===== src/rtl/banco_registros.sv =====
// Parametrised register file: one write port, two registered read ports with
// write-to-read bypass, optional hardwired-zero entry 0 and a sequenced bulk clear.
module banco_registros #(
    parameter int N       = 16,
    parameter int A       = 4,
    parameter int ZERO_R0 = 0
) (
    input  logic         clk,
    input  logic         rst,
    input  logic         w,
    input  logic [A-1:0] wsel,
    input  logic [N-1:0] s,
    input  logic         re,
    input  logic [A-1:0] ra,
    input  logic [A-1:0] rb,
    input  logic         clr,
    output logic [N-1:0] qa,
    output logic [N-1:0] qb,
    output logic         busy
);

    localparam int DEPTH = 1 << A;

    typedef enum logic {
        IDLE,
        CLEAR
    } state_t;

    state_t       r_state;
    logic [A-1:0] r_cnt;
    logic         r_busy;
    logic [N-1:0] r_mem [DEPTH];
    logic [N-1:0] r_qa;
    logic [N-1:0] r_qb;

    logic         w_wr_ok;
    logic         w_zero_a;
    logic         w_zero_b;
    logic [N-1:0] w_rd_a;
    logic [N-1:0] w_rd_b;

    // A write is taken only in IDLE, never alongside a clear request, never to a hardwired zero.
    assign w_wr_ok  = (r_state == IDLE) && !clr && w && !((ZERO_R0 != 0) && (wsel == '0));
    assign w_zero_a = (ZERO_R0 != 0) && (ra == '0);
    assign w_zero_b = (ZERO_R0 != 0) && (rb == '0);

    // NOTE: every always_comb output gets a default first so no path can infer a latch.
    always_comb begin
        w_rd_a = '0;
        w_rd_b = '0;
        if (!w_zero_a) begin
            w_rd_a = (w_wr_ok && (wsel == ra)) ? s : r_mem[ra];
        end
        if (!w_zero_b) begin
            w_rd_b = (w_wr_ok && (wsel == rb)) ? s : r_mem[rb];
        end
    end

    // NOTE: sequential state uses non-blocking assignments so all flops see pre-edge values.
    always_ff @(posedge clk or posedge rst) begin
        if (rst) begin
            r_state <= IDLE;
            r_cnt   <= '0;
            r_busy  <= 1'b0;
        end else begin
            case (r_state)
                IDLE: begin
                    if (clr) begin
                        r_state <= CLEAR;
                        r_cnt   <= '0;
                        r_busy  <= 1'b1;
                    end
                end
                CLEAR: begin
                    r_cnt <= r_cnt + 1'b1;
                    if (&r_cnt) begin
                        r_state <= IDLE;
                        r_busy  <= 1'b0;
                    end
                end
                default: r_state <= IDLE;
            endcase
        end
    end

    // NOTE: the array is built from flops and must read zero straight out of reset,
    // so it is reset explicitly; this rules out mapping it onto a RAM macro.
    always_ff @(posedge clk or posedge rst) begin
        if (rst) begin
            for (int i = 0; i < DEPTH; i++) begin
                r_mem[i] <= '0;
            end
        end else if (r_state == CLEAR) begin
            r_mem[r_cnt] <= '0;
        end else if (w_wr_ok) begin
            r_mem[wsel] <= s;
        end
    end

    always_ff @(posedge clk or posedge rst) begin
        if (rst) begin
            r_qa <= '0;
            r_qb <= '0;
        end else if (re) begin
            r_qa <= w_rd_a;
            r_qb <= w_rd_b;
        end
    end

    assign qa   = r_qa;
    assign qb   = r_qb;
    assign busy = r_busy;

endmodule


===== config.mk =====
export PLATFORM = sky130hd
export DESIGN_NAME = banco_registros
export DESIGN_NICKNAME = d
export VERILOG_FILES = /design/src/rtl/banco_registros.sv
export SDC_FILE = /design/constraint.sdc
export NUM_CORES = 1
export LEC_CHECK = 0
export CAP_MARGIN = 5
export CORE_ASPECT_RATIO = 1.5
export CORE_UTILIZATION = 45
export DETAILED_ROUTE_END_ITERATION = 8
export SETUP_SLACK_MARGIN = 0.05
export SLEW_MARGIN = 20
export SYNTH_ARGS = -nofsm -noshare
export SYNTH_HDL_FRONTEND = slang
export SYNTH_SLANG_ARGS = --single-unit

===== constraint.sdc =====
create_clock -name clk -period 14.45 [get_ports clk]
set_input_delay 3.6125 -clock clk [delete_from_list [all_inputs] [get_ports clk]]
set_output_delay 3.6125 -clock clk [all_outputs]
set_load 0.02 [all_outputs]

==> results of run 1 <==
metrics by stage:
stage | cells | util (%) | total power, mW
6_report | 1572 | 51.1 | 2.27
5_1_grt | 1572 | 51.1 | 2.35
3_5_place_dp | 1518 | 48.0 | 1.47
4_1_cts | 1571 | 51.0 | 2.27
3_3_place_gp | 1518 | 47.9 | 1.45
2_1_floorplan | 1143 | - | 1.29
power groups by stage:
stage / Combinational [mW] / Clock (mW) / Sequential [mW]
final: 0.481 / 0.812 / 0.980
after global routing: 0.509 / 0.851 / 0.989
after CTS: 0.477 / 0.818 / 0.976
after detailed placement: 0.476 / 0 / 0.989
after global placement: 0.465 / 0 / 0.987
after floorplan: 0.311 / 0 / 0.979
registers in the layout, indices dropped and copies added (netlist names):
| name | count |
|---|---|
| qa | 16 |
| r_mem | 256 |
| qb | 16 |
| r_state | 1 |
| busy | 1 |
| r_cnt | 4 |
final cells by class:
type | count | area share [%]
clock buffer | 42 | 5.13
multi-input combinational | 708 | 42.8
sequential | 294 | 43.0
clock inverter | 11 | 0.783
tap | 420 | 3.07
timing repair buffer | 91 | 4.99
inverter | 6 | 0.176
logic make-up after synthesis:
logic type | Yosys count | synth area share (%)
xor gates and xnor gates | 10 | 0.574
adders and majority gates | 6 | 0.492
and+or+nand+nor | 94 | 3.88
muxes | 208 | 21.8
buffers and inverters | 141 | 4.20
DFF | 294 | 48.2
AOI/OAI and AO/OA | 390 | 20.9
worst max path at each step:
stage	from	end	depth (start not counted)	slack, ns
6_report	ra[1]	qa[7]	6	8.31
3_3_place_gp	ra[1]	qa[15]	6	7.83
5_1_grt	ra[1]	qa[15]	6	8.11
2_1_floorplan	rst	busy	1	2.72
4_1_cts	wsel[1]	r_mem[198]	5	8.40
3_5_place_dp	wsel[1]	r_mem[198]	5	7.79
worst max-delay path, cell delays in order:
cell and delay [ns]:
sky130_fd_sc_hd__buf_4 0.47, sky130_fd_sc_hd__buf_4 0.59, sky130_fd_sc_hd__xnor2_1 0.18, sky130_fd_sc_hd__nand4_1 0.73
sky130_fd_sc_hd__o21a_1 0.70, sky130_fd_sc_hd__a31oi_1 0.25
layer usage:
metal | share of wire [%] | vias up
met5 | 0 | -
met4 | 4.6 | 0
met3 | 7.0 | 116
met2 | 47 | 574
met1 | 41 | 5919
li1 | - | 4553
Yosys cell counts (all sizes together):
library cell | count | area, um2
buf | 79 | 409
a22o | 240 | 2100
inv | 6 | 22.5
dfrtp | 294 | 7360
nor3b | 1 | 7.51
o22ai | 2 | 12.5
or3 | 2 | 12.5
mux2i | 80 | 801
xnor2 | 9 | 78.8
nand4 | 2 | 12.5
nor2 | 22 | 82.6
nor4 | 4 | 85.1
or3b | 2 | 17.5
nand2b | 3 | 18.8
o21a | 2 | 15.0
o31ai | 1 | 7.51
and2 | 1 | 6.26
clkbuf | 56 | 210
a221oi | 32 | 280
and3 | 1 | 6.26
nor3 | 13 | 175
mux2 | 32 | 360
o21ai | 33 | 165
xor2 | 1 | 8.76
mux4 | 96 | 2160
nor2b | 2 | 12.5
ha | 6 | 75.1
o32ai | 32 | 280
a31oi | 32 | 200
nand2 | 39 | 146
nand3 | 2 | 10.0
a21oi | 16 | 129
==> impl_results.md, run 1 <==
* Cell-internal power at 1.57 mW
* Placed standard-cell area at 0.0161 mm2
* ANT nets after route at 0
* Number of nets in the finished design at 1170
* Number of buffers added by the clock tree synthesis step at 30
* Starting Density at 45.7%
* Sequential fraction of the synthesis area at 48.2%
* Synthesized flop and latch total at 294
* GR Util met3 at 3.00%
* Clock network power share at 35.7%
* Final worst hold slack at 0.506 ns
* Transition at the pin with the smallest max-transition slack at 1.20 ns
* Met2 demand-to-capacity share in global routing at 46.2%
* Combinational fraction of design power at 21.2%
* Filler Cells Inserted at 2855
* Final-report max-slew violation count at 0
* DIE AREA at 0.0347 mm2
* Total area of sequential cells at 0.00736 mm2
* GRT Residual Overflow at 0
* Number of top-level pins at 66
* Post-CTS Setup Bufs at 0
* Count of maximum capacitance violations at 0
* Count of unique library cells instantiated by Yosys at 39
* Maximum buffer depth of the clock tree at 3
* Startpoint of the worst-slack reg-to-reg timing path: r_state
* Horizontal die dimension at 152 um
* Endpoint of the worst hold-timing path: busy
* Net switching power of the design at 0.705 mW
* Final min period at 6.14 ns
* Total power density per cell area at 133 mW/mm2
* Final instance area at 0.0171 mm2
* Worst setup slack for register-to-register paths at 11.55 ns
* Netlist Area Pre-Place at 0.0153 mm2
* Reg clk slew, reported paths at 0.06 ns
* CTS tree: yes
* GRT busiest layer: met2
* Switching Share at 31.0%
* Reg power frac at 43.1%
* Number of setup violations in the final report at 0
* Port Buffer Count at 65
* Combined global-route utilization of all metal layers at 28.8%
* Routability-driven placement congestion ratio at 0.863
* Die height at 228 um
* Achievable frequency at 0.163 GHz
* Violations in the final reports: design-rule violations
* Core Area at 0.0334 mm2
* Number of core rows at 82
* Post-synthesis average cell area at 13.4 um2
* Final hold violation count at 0
* Total negative setup slack at 0 ns
* Final antenna diode count at 0
* Post-synthesis net count at 1182
* Area of combinational cells with multiple inputs at 0.00732 mm2
* Post-CTS sizing at 0
* Synthesis-to-finish area growth at 11.9%
* Worst IR Drop VDD at 0.103 mV
* Avg Vias per Cell at 7.10
* Initial DRC count at 1086
* Critical register-to-register path endpoint: r_mem[198]
* Average detailed-routed wire length per instance at 31.3 um
* Least setup slack across all paths after layout at 8.31 ns
* Leakage power at 7.37 nW
* Worst R2R Path Depth at 4
* CP startpoint kind: input port
* Kind of end point of the critical path: register
* Count of synthesis-stage warnings from yosys at 0
* Critical setup path kind: in -> reg
* Maximum number of pins on one net before global-route repair at 182
* Final worst path period share at 42.5%
* Pre-CTS setup slack at 7.79 ns
* Library cell used as clock root buffer: sky130_fd_sc_hd__clkbuf_16
* Worst path required time at 14.92 ns
* Path type of the worst min-delay path: reg -> reg
* Insertion delay to the later sink of the worst-skew pair at 0.58 ns
* Worst Min Path Start: busy
* Initial antenna violation count at 0
* Wire length of the first global-routing pass at 73900 um
* Met1 usage at 39.4%
* Run status: finished with violations
* Via count of the first global-routing pass at 11400
* Ratio of cells with drive above 1 in the final layout at 21.0%
* Headroom to the max-slew limit at 20.2%
* Count of vias placed by the detailed router at 11200
* RSZ-0062 raised after global routing: false
* Depth of the worst hold-timing path at 2
* Number of instances in the synthesized netlist at 1143
* Leading cell type in the layout, fill and taps excluded: sky130_fd_sc_hd__dfrtp_1
* Total wirelength of the detailed-routed design at 49200 um
* Count of H-tree levels built during CTS at 1
* Leading cell types in the layout, fill and taps excluded: sky130_fd_sc_hd__dfrtp_1, sky130_fd_sc_hd__a22o_1, sky130_fd_sc_hd__mux4_2
* Crit path DAT at 6.61 ns
* Residual DRC at 8
* Post-CTS Hold Buffers at 0
* Worst-case clock skew at 0.0228 ns
* Count of clock tree sinks at 294
* Detailed-routing iteration count for the pre-antenna-repair pass at 8
* Biggest fanout along the worst timing path at 28
* DP Wirelength at 28700 um
No activity file was read; power rests on OpenSTA's default activity.
==> run 2: changes to the inputs <==
==> constraint.sdc (replaced) <==
create_clock -name clk -period 5.52 [get_ports clk]
set_input_delay 1.38 -clock clk [delete_from_list [all_inputs] [get_ports clk]]
set_output_delay 1.38 -clock clk [all_outputs]
set_load 0.02 [all_outputs]
==> impl_results.md, run 2 (synthesized netlist as in run 1, its figures left out) <==
* Run status: finished with violations
* Violations in the final reports: design-rule violations
* Worst-case clock skew at 0.00858 ns (-0.0143 ns)
* Synthesis-to-finish area growth at 12.1%
* Detailed-routing iteration count for the pre-antenna-repair pass at 7 (-1)
* Wire length of the first global-routing pass at 75900 um (+2.7%)
* Register ranked first by flip-flop count: r_mem
* Transition at the pin with the smallest max-transition slack at 1.20 ns (+0.00554 ns)
* Starting Density at 45.7% (unchanged)
* Final hold violation count at 0 (unchanged)
* Count of maximum capacitance violations at 0 (unchanged)
* Residual DRC at 8 (unchanged)
* Number of setup violations in the final report at 0 (unchanged)
* Number of core rows at 82 (unchanged)
* Avg Vias per Cell at 7.08 (-0.26%)
* Initial DRC count at 1065 (-1.9%)
* CP Cell Sequence: clkdlybuf4s50_1 > or3b_1 > nor3_4 > a21oi_2 > a22o_1
* ANT nets after route at 0 (unchanged)
* Final-report max-slew violation count at 0 (unchanged)
* Count of clock tree sinks at 294 (unchanged)
* Placed standard-cell area at 0.0162 mm2 (+0.64%)
* Total wirelength of the detailed-routed design at 49800 um (+1.3%)
* Critical Path Max Stage Delay at 0.87 ns (+0.14 ns)
* Routability-driven placement congestion ratio at 0.871 (+0.86%)
* RSZ-0062 raised after global routing: false
* Number of buffers added by the clock tree synthesis step at 28 (-6.7%)
* Leading cell type in the layout, fill and taps excluded: sky130_fd_sc_hd__dfrtp_1
* CTS tree: yes
* Least setup slack across all paths after layout at 1.77 ns (-6.54 ns)
* Pre-CTS setup slack at 1.19 ns (-6.60 ns)
* Post-CTS sizing at 0 (unchanged)
* Count of vias placed by the detailed router at 11200 (+0.31%)
* Number of top-level pins at 66 (unchanged)
* Path type of the worst min-delay path: reg -> reg
* Achievable frequency at 0.267 GHz
* Net switching power of the design at 1.81 mW (+160%)
* Count of H-tree levels built during CTS at 1 (unchanged)
* Post-CTS Setup Bufs at 0 (unchanged)
* GRT Residual Overflow at 0 (unchanged)
* Cell-internal power at 4.00 mW (+160%)
* Critical setup path kind: in -> reg
* Library cell used as clock root buffer: sky130_fd_sc_hd__clkbuf_16
* Reg power frac at 44.1% (+1.0 points)
* Leakage power at 7.38 nW (+0.18%)
* Ratio of cells with drive above 1 in the final layout at 21.8% (+0.78 points)
* Final min period at 3.75 ns
* Critical path's slowest cell: sky130_fd_sc_hd__nor3_4
* DIE AREA at 0.0347 mm2 (unchanged)
* Final worst path period share at 67.9%
* Final worst hold slack at 0.503 ns (-0.00300 ns)
* Via count of the first global-routing pass at 11600 (+2.4%)
* Final instance area at 0.0171 mm2 (+0.11%)
* Leading cell types in the layout, fill and taps excluded: sky130_fd_sc_hd__dfrtp_1, sky130_fd_sc_hd__a22o_1, sky130_fd_sc_hd__mux4_2
* Average detailed-routed wire length per instance at 31.5 um (+0.72%)
* Initial antenna violation count at 0 (unchanged)
* Total negative setup slack at 0 ns (unchanged)
* Switching Share at 31.1% (+0.085 points)
* Reg clk slew, reported paths at 0.07 ns (about the same)
* Post-CTS Hold Buffers at 0 (unchanged)
* Worst IR Drop VDD at 0.223 mV (+120%)
* Maximum buffer depth of the clock tree at 3 (unchanged)
* DP Wirelength at 30400 um (+5.8%)
* Biggest fanout along the worst timing path at 17 (-39%)
* PnR Total Power at 5.81 mW (+160%)
* Core Area at 0.0334 mm2 (unchanged)
* Final antenna diode count at 0 (unchanged)
* Total power density per cell area at 339 mW/mm2 (+160%)
* Worst path required time at 5.96 ns (-8.96 ns)
* Combinational fraction of design power at 21.4% (+0.2 points)
* Port Buffer Count at 65 (unchanged)
* Maximum number of pins on one net before global-route repair at 83 (-54%)
* Combined global-route utilization of all metal layers at 29.6% (+0.81 points)
* Insertion delay to the later sink of the worst-skew pair at 0.56 ns (-0.02 ns)
* Clock network power share at 34.5% (-1.2 points)
* Flip-flop count of the largest register after layout at 256 (unchanged)
* Number of nets in the finished design at 1180 (+0.85%)
* Headroom to the max-slew limit at 19.5% (-0.73 points)
* Crit path DAT at 4.19 ns (-2.42 ns)
* Combined buffer and inverter count along the critical path at 1 (-1)
* Horizontal die dimension at 152 um (unchanged)
* Die height at 228 um (unchanged)
* CP startpoint kind: input port
* Critical path's top delay family: simple AND/OR/NAND/NOR gates
* Kind of end point of the critical path: register
==> run 2: cell count changes in the layout (fill, tap and decap cells not counted), moves of 2 or more <==
cell                         before  now
sky130_fd_sc_hd__a21oi_2          9   11
sky130_fd_sc_hd__a21oi_4          4    2
sky130_fd_sc_hd__buf_12           1    3
sky130_fd_sc_hd__buf_4           28   39
sky130_fd_sc_hd__clkbuf_16       31   29
sky130_fd_sc_hd__clkinvlp_4       0    2
sky130_fd_sc_hd__nor2b_1          2    0
sky130_fd_sc_hd__nor2b_2          0    2
==> run 2: layer usage <==
metal	part of all wire, %	global-route usage [%]	vias up
met4	6.0	19.0	0
met3	6.8	4.25	139
met1	39	37.5	5871
met2	48	48.3	604
li1	-	-	4583
met5	0	0	-
==> run 2: final timing paths <==
| kind | slack [ns] | cells past startpoint | endpoint | from |
|---|---|---|---|---|
| worst max register to register | 2.69 | 4 | r_mem[27] | r_state |
| min in group asynchronous | 1.30 | 2 | r_mem[134] | rst |
| max in group asynchronous | 3.15 | 3 | r_mem[231] | rst |
| worst min-delay path | 0.50 | 2 | busy | busy |
| worst min register to register | 0.50 | 2 | busy | busy |
| worst max-delay path | 1.77 | 5 | r_mem[27] | clr |
==> run 2: final cells by class <==
| class | instances | area [um2] |
|---|---|---|
| Clock inverter | 10 | 106 |
| Multi-Input combinational cell | 708 | 7300 |
| Tap cell | 420 | 526 |
| Inverter | 6 | 26.3 |
| Timing Repair Buffer | 103 | 963 |
| Clock buffer | 40 | 837 |
| Sequential cell | 294 | 7360 |
| Fill cell | 2845 | 16300 |
==> run 2: through the flow <==
step | utilization, % | std cells
after floorplan | - | 1143
after global placement | 48.3 | 1531
after detailed placement | 48.3 | 1531
after CTS | 51.1 | 1581
after global routing | 51.2 | 1581
final | 51.2 | 1581
==> run 2: worst register-to-register path, delay by kind of cell (launching register included) <==
family | cells | cell delay (ns)
compound gates | 2 | 0.69
simple gates | 2 | 1.57
flops | 1 | 0.47
==> run 2: power by group through the flow <==
| stage | sequential [mW] | combinational (mW) | clock, mW |
|---|---|---|---|
| 2_1_floorplan | 2.56 | 0.815 | 0 |
| 3_3_place_gp | 2.58 | 1.21 | 0 |
| 3_5_place_dp | 2.59 | 1.23 | 0 |
| 4_1_cts | 2.55 | 1.23 | 2.03 |
| 5_1_grt | 2.59 | 1.32 | 2.11 |
| 6_report | 2.56 | 1.24 | 2.00 |
==> run 3: changes to the inputs <==
==> constraint.sdc (replaced) <==
create_clock -name clk -period 3.55 [get_ports clk]
set_input_delay 0.8875 -clock clk [delete_from_list [all_inputs] [get_ports clk]]
set_output_delay 0.8875 -clock clk [all_outputs]
set_load 0.02 [all_outputs]
==> impl_results.md, run 3 (synthesized netlist as in run 1, its figures left out) <==
* Insertion delay to the later sink of the worst-skew pair at 0.58 ns (+0.02 ns)
* GRT Residual Overflow at 0 (unchanged)
* Synthesis-to-finish area growth at 14.7%
* Kind of end point of the critical path: register
* Worst path required time at 4.04 ns (-1.92 ns)
* Average detailed-routed wire length per instance at 31.0 um (-1.7%)
* Pre-CTS setup slack at 0.228 ns (-0.962 ns)
* Number of core rows at 82 (unchanged)
* Count of H-tree levels built during CTS at 1 (unchanged)
* Post-CTS Setup Bufs at 0 (unchanged)
* Die height at 228 um (unchanged)
* Crit path DAT at 3.23 ns (-0.96 ns)
* Ratio of cells with drive above 1 in the final layout at 23.2% (+1.4 points)
* Number of top-level pins at 66 (unchanged)
* Number of nets in the finished design at 1205 (+2.1%)
* Via count of the first global-routing pass at 11600 (-0.43%)
* Biggest fanout along the worst timing path at 16 (-1)
* Critical setup path kind: in -> reg
* Final-report max-slew violation count at 0 (unchanged)
* Worst IR Drop VDD at 0.369 mV (+66%)
* Initial antenna violation count at 0 (unchanged)
* CP startpoint kind: input port
* Horizontal die dimension at 152 um (unchanged)
* Register ranked first by flip-flop count: r_mem
* Path type of the worst min-delay path: reg -> reg
* Combinational fraction of design power at 21.0% (-0.4 points)
* DP Wirelength at 31100 um (+2.4%)
* Flip-flop count of the largest register after layout at 256 (unchanged)
* Total wirelength of the detailed-routed design at 49900 um (+0.13%)
* Port Buffer Count at 65 (unchanged)
* Least setup slack across all paths after layout at 0.812 ns (-0.962 ns)
* Worst setup slack for register-to-register paths at 0.95 ns (-1.74 ns)
* DIE AREA at 0.0347 mm2 (unchanged)
* Initial DRC count at 995 (-6.6%)
* Number of buffers added by the clock tree synthesis step at 30 (+7.1%)
* Combined global-route utilization of all metal layers at 29.2% (-0.44 points)
* Avg Vias per Cell at 7.09 (about the same)
* Starting Density at 45.7% (unchanged)
* Worst-case clock skew at 0.0255 ns (+0.0169 ns)
* Switching Share at 30.7% (-0.38 points)
* Reg clk slew, reported paths at 0.07 ns (about the same)
* Post-CTS Hold Buffers at 0 (unchanged)
* Final antenna diode count at 0 (unchanged)
* Final hold violation count at 0 (unchanged)
* Reg power frac at 42.7% (-1.4 points)
* Cell-internal power at 6.48 mW (+62%)
* Maximum number of pins on one net before global-route repair at 77 (-7.2%)
* Net switching power of the design at 2.88 mW (+59%)
* Headroom to the max-slew limit at 21.5% (+2.0 points)
* Residual DRC at 8 (unchanged)
* Achievable frequency at 0.365 GHz
* CTS tree: yes
* Total power density per cell area at 534 mW/mm2 (+57%)
* Final min period at 2.74 ns
* Transition at the pin with the smallest max-transition slack at 1.18 ns (-0.0244 ns)
* RSZ-0062 raised after global routing: false
* Leading cell types in the layout, fill and taps excluded: sky130_fd_sc_hd__dfrtp_1, sky130_fd_sc_hd__a22o_1, sky130_fd_sc_hd__mux4_2
* Wire length of the first global-routing pass at 74800 um (-1.5%)
* Violations in the final reports: design-rule violations
* Count of vias placed by the detailed router at 11400 (+1.9%)
* Detailed-routing iteration count for the pre-antenna-repair pass at 7 (unchanged)
* Number of setup violations in the final report at 0 (unchanged)
* Library cell used as clock root buffer: sky130_fd_sc_hd__clkbuf_16
* ANT nets after route at 0 (unchanged)
* Leakage power at 7.60 nW (+2.9%)
* Run status: finished with violations
* Final worst hold slack at 0.516 ns (+0.0130 ns)
* Leading cell type in the layout, fill and taps excluded: sky130_fd_sc_hd__dfrtp_1
* Routability-driven placement congestion ratio at 0.923 (+6.1%)
* Maximum buffer depth of the clock tree at 3 (unchanged)
* Final worst path period share at 77.1%
* Count of maximum capacitance violations at 0 (unchanged)
* Count of clock tree sinks at 294 (unchanged)
* Post-CTS sizing at 0 (unchanged)
* Core Area at 0.0334 mm2 (unchanged)
* Clock network power share at 36.3% (+1.8 points)
## run 3: worst max-delay path: stages
cell	delay, ns
sky130_fd_sc_hd__clkdlybuf4s50_1	0.51
sky130_fd_sc_hd__or3b_1	0.61
sky130_fd_sc_hd__buf_4	0.23
sky130_fd_sc_hd__nor4_4	0.05
sky130_fd_sc_hd__a21oi_2	0.68
sky130_fd_sc_hd__a22o_1	0.25
## run 3: worst paths after layout
check                            from          to  depth (start not counted)
max                           wsel[3]   r_mem[56]                          6
min                        r_mem[130]  r_mem[130]                          1
max reg2reg                   r_state  r_mem[187]                          4
min reg2reg                r_mem[130]  r_mem[130]                          1
max in group asynchronous         rst      qa[14]                          3
min in group asynchronous         rst  r_mem[163]                          2
## run 3: layer usage
metal | share of wire [%] | routed length, um | global-route usage [%] | vias to the layer above
li1 | - | - | - | 4634
met1 | 39 | 19500 | 37.1 | 6031
met2 | 49 | 24300 | 48.4 | 598
met3 | 6.2 | 3110 | 3.72 | 144
met4 | 6.0 | 2980 | 17.3 | 0
met5 | 0 | 0 | 0 | -
## run 3: cell type report
type | instances | area [um2]
clock inverters | 15 | 181
inverters | 6 | 26.3
fillers | 2806 | 15900
well taps | 420 | 526
repair buffers | 126 | 1250
clock buffers | 41 | 873
multi-input cells | 708 | 7300
flip-flops and latches | 294 | 7360
## run 3: power groups by stage
stage / Sequential (mW) / Combinational (mW) / Clock, mW
CTS: 3.97 / 1.95 / 3.44
global route: 4.02 / 2.08 / 3.57
global placement: 4.01 / 1.91 / 0
finish: 3.99 / 1.97 / 3.40
detailed placement: 4.03 / 1.95 / 0
floorplan: 3.99 / 1.27 / 0
## run 3: stage by stage
| step | total power, mW | utilization, % | TNS (ns) | instances | area (um2) |
|---|---|---|---|---|---|
| after floorplan | 5.25 | - | -364.75 | 1143 | 15300 |
| after global placement | 5.92 | 49.1 | 0 | 1554 | 16400 |
| after detailed placement | 5.97 | 49.2 | 0 | 1554 | 16500 |
| after CTS | 9.37 | 52.3 | 0 | 1610 | 17500 |
| after global routing | 9.66 | 52.4 | 0 | 1610 | 17500 |
| final | 9.35 | 52.4 | 0 | 1610 | 17500 |
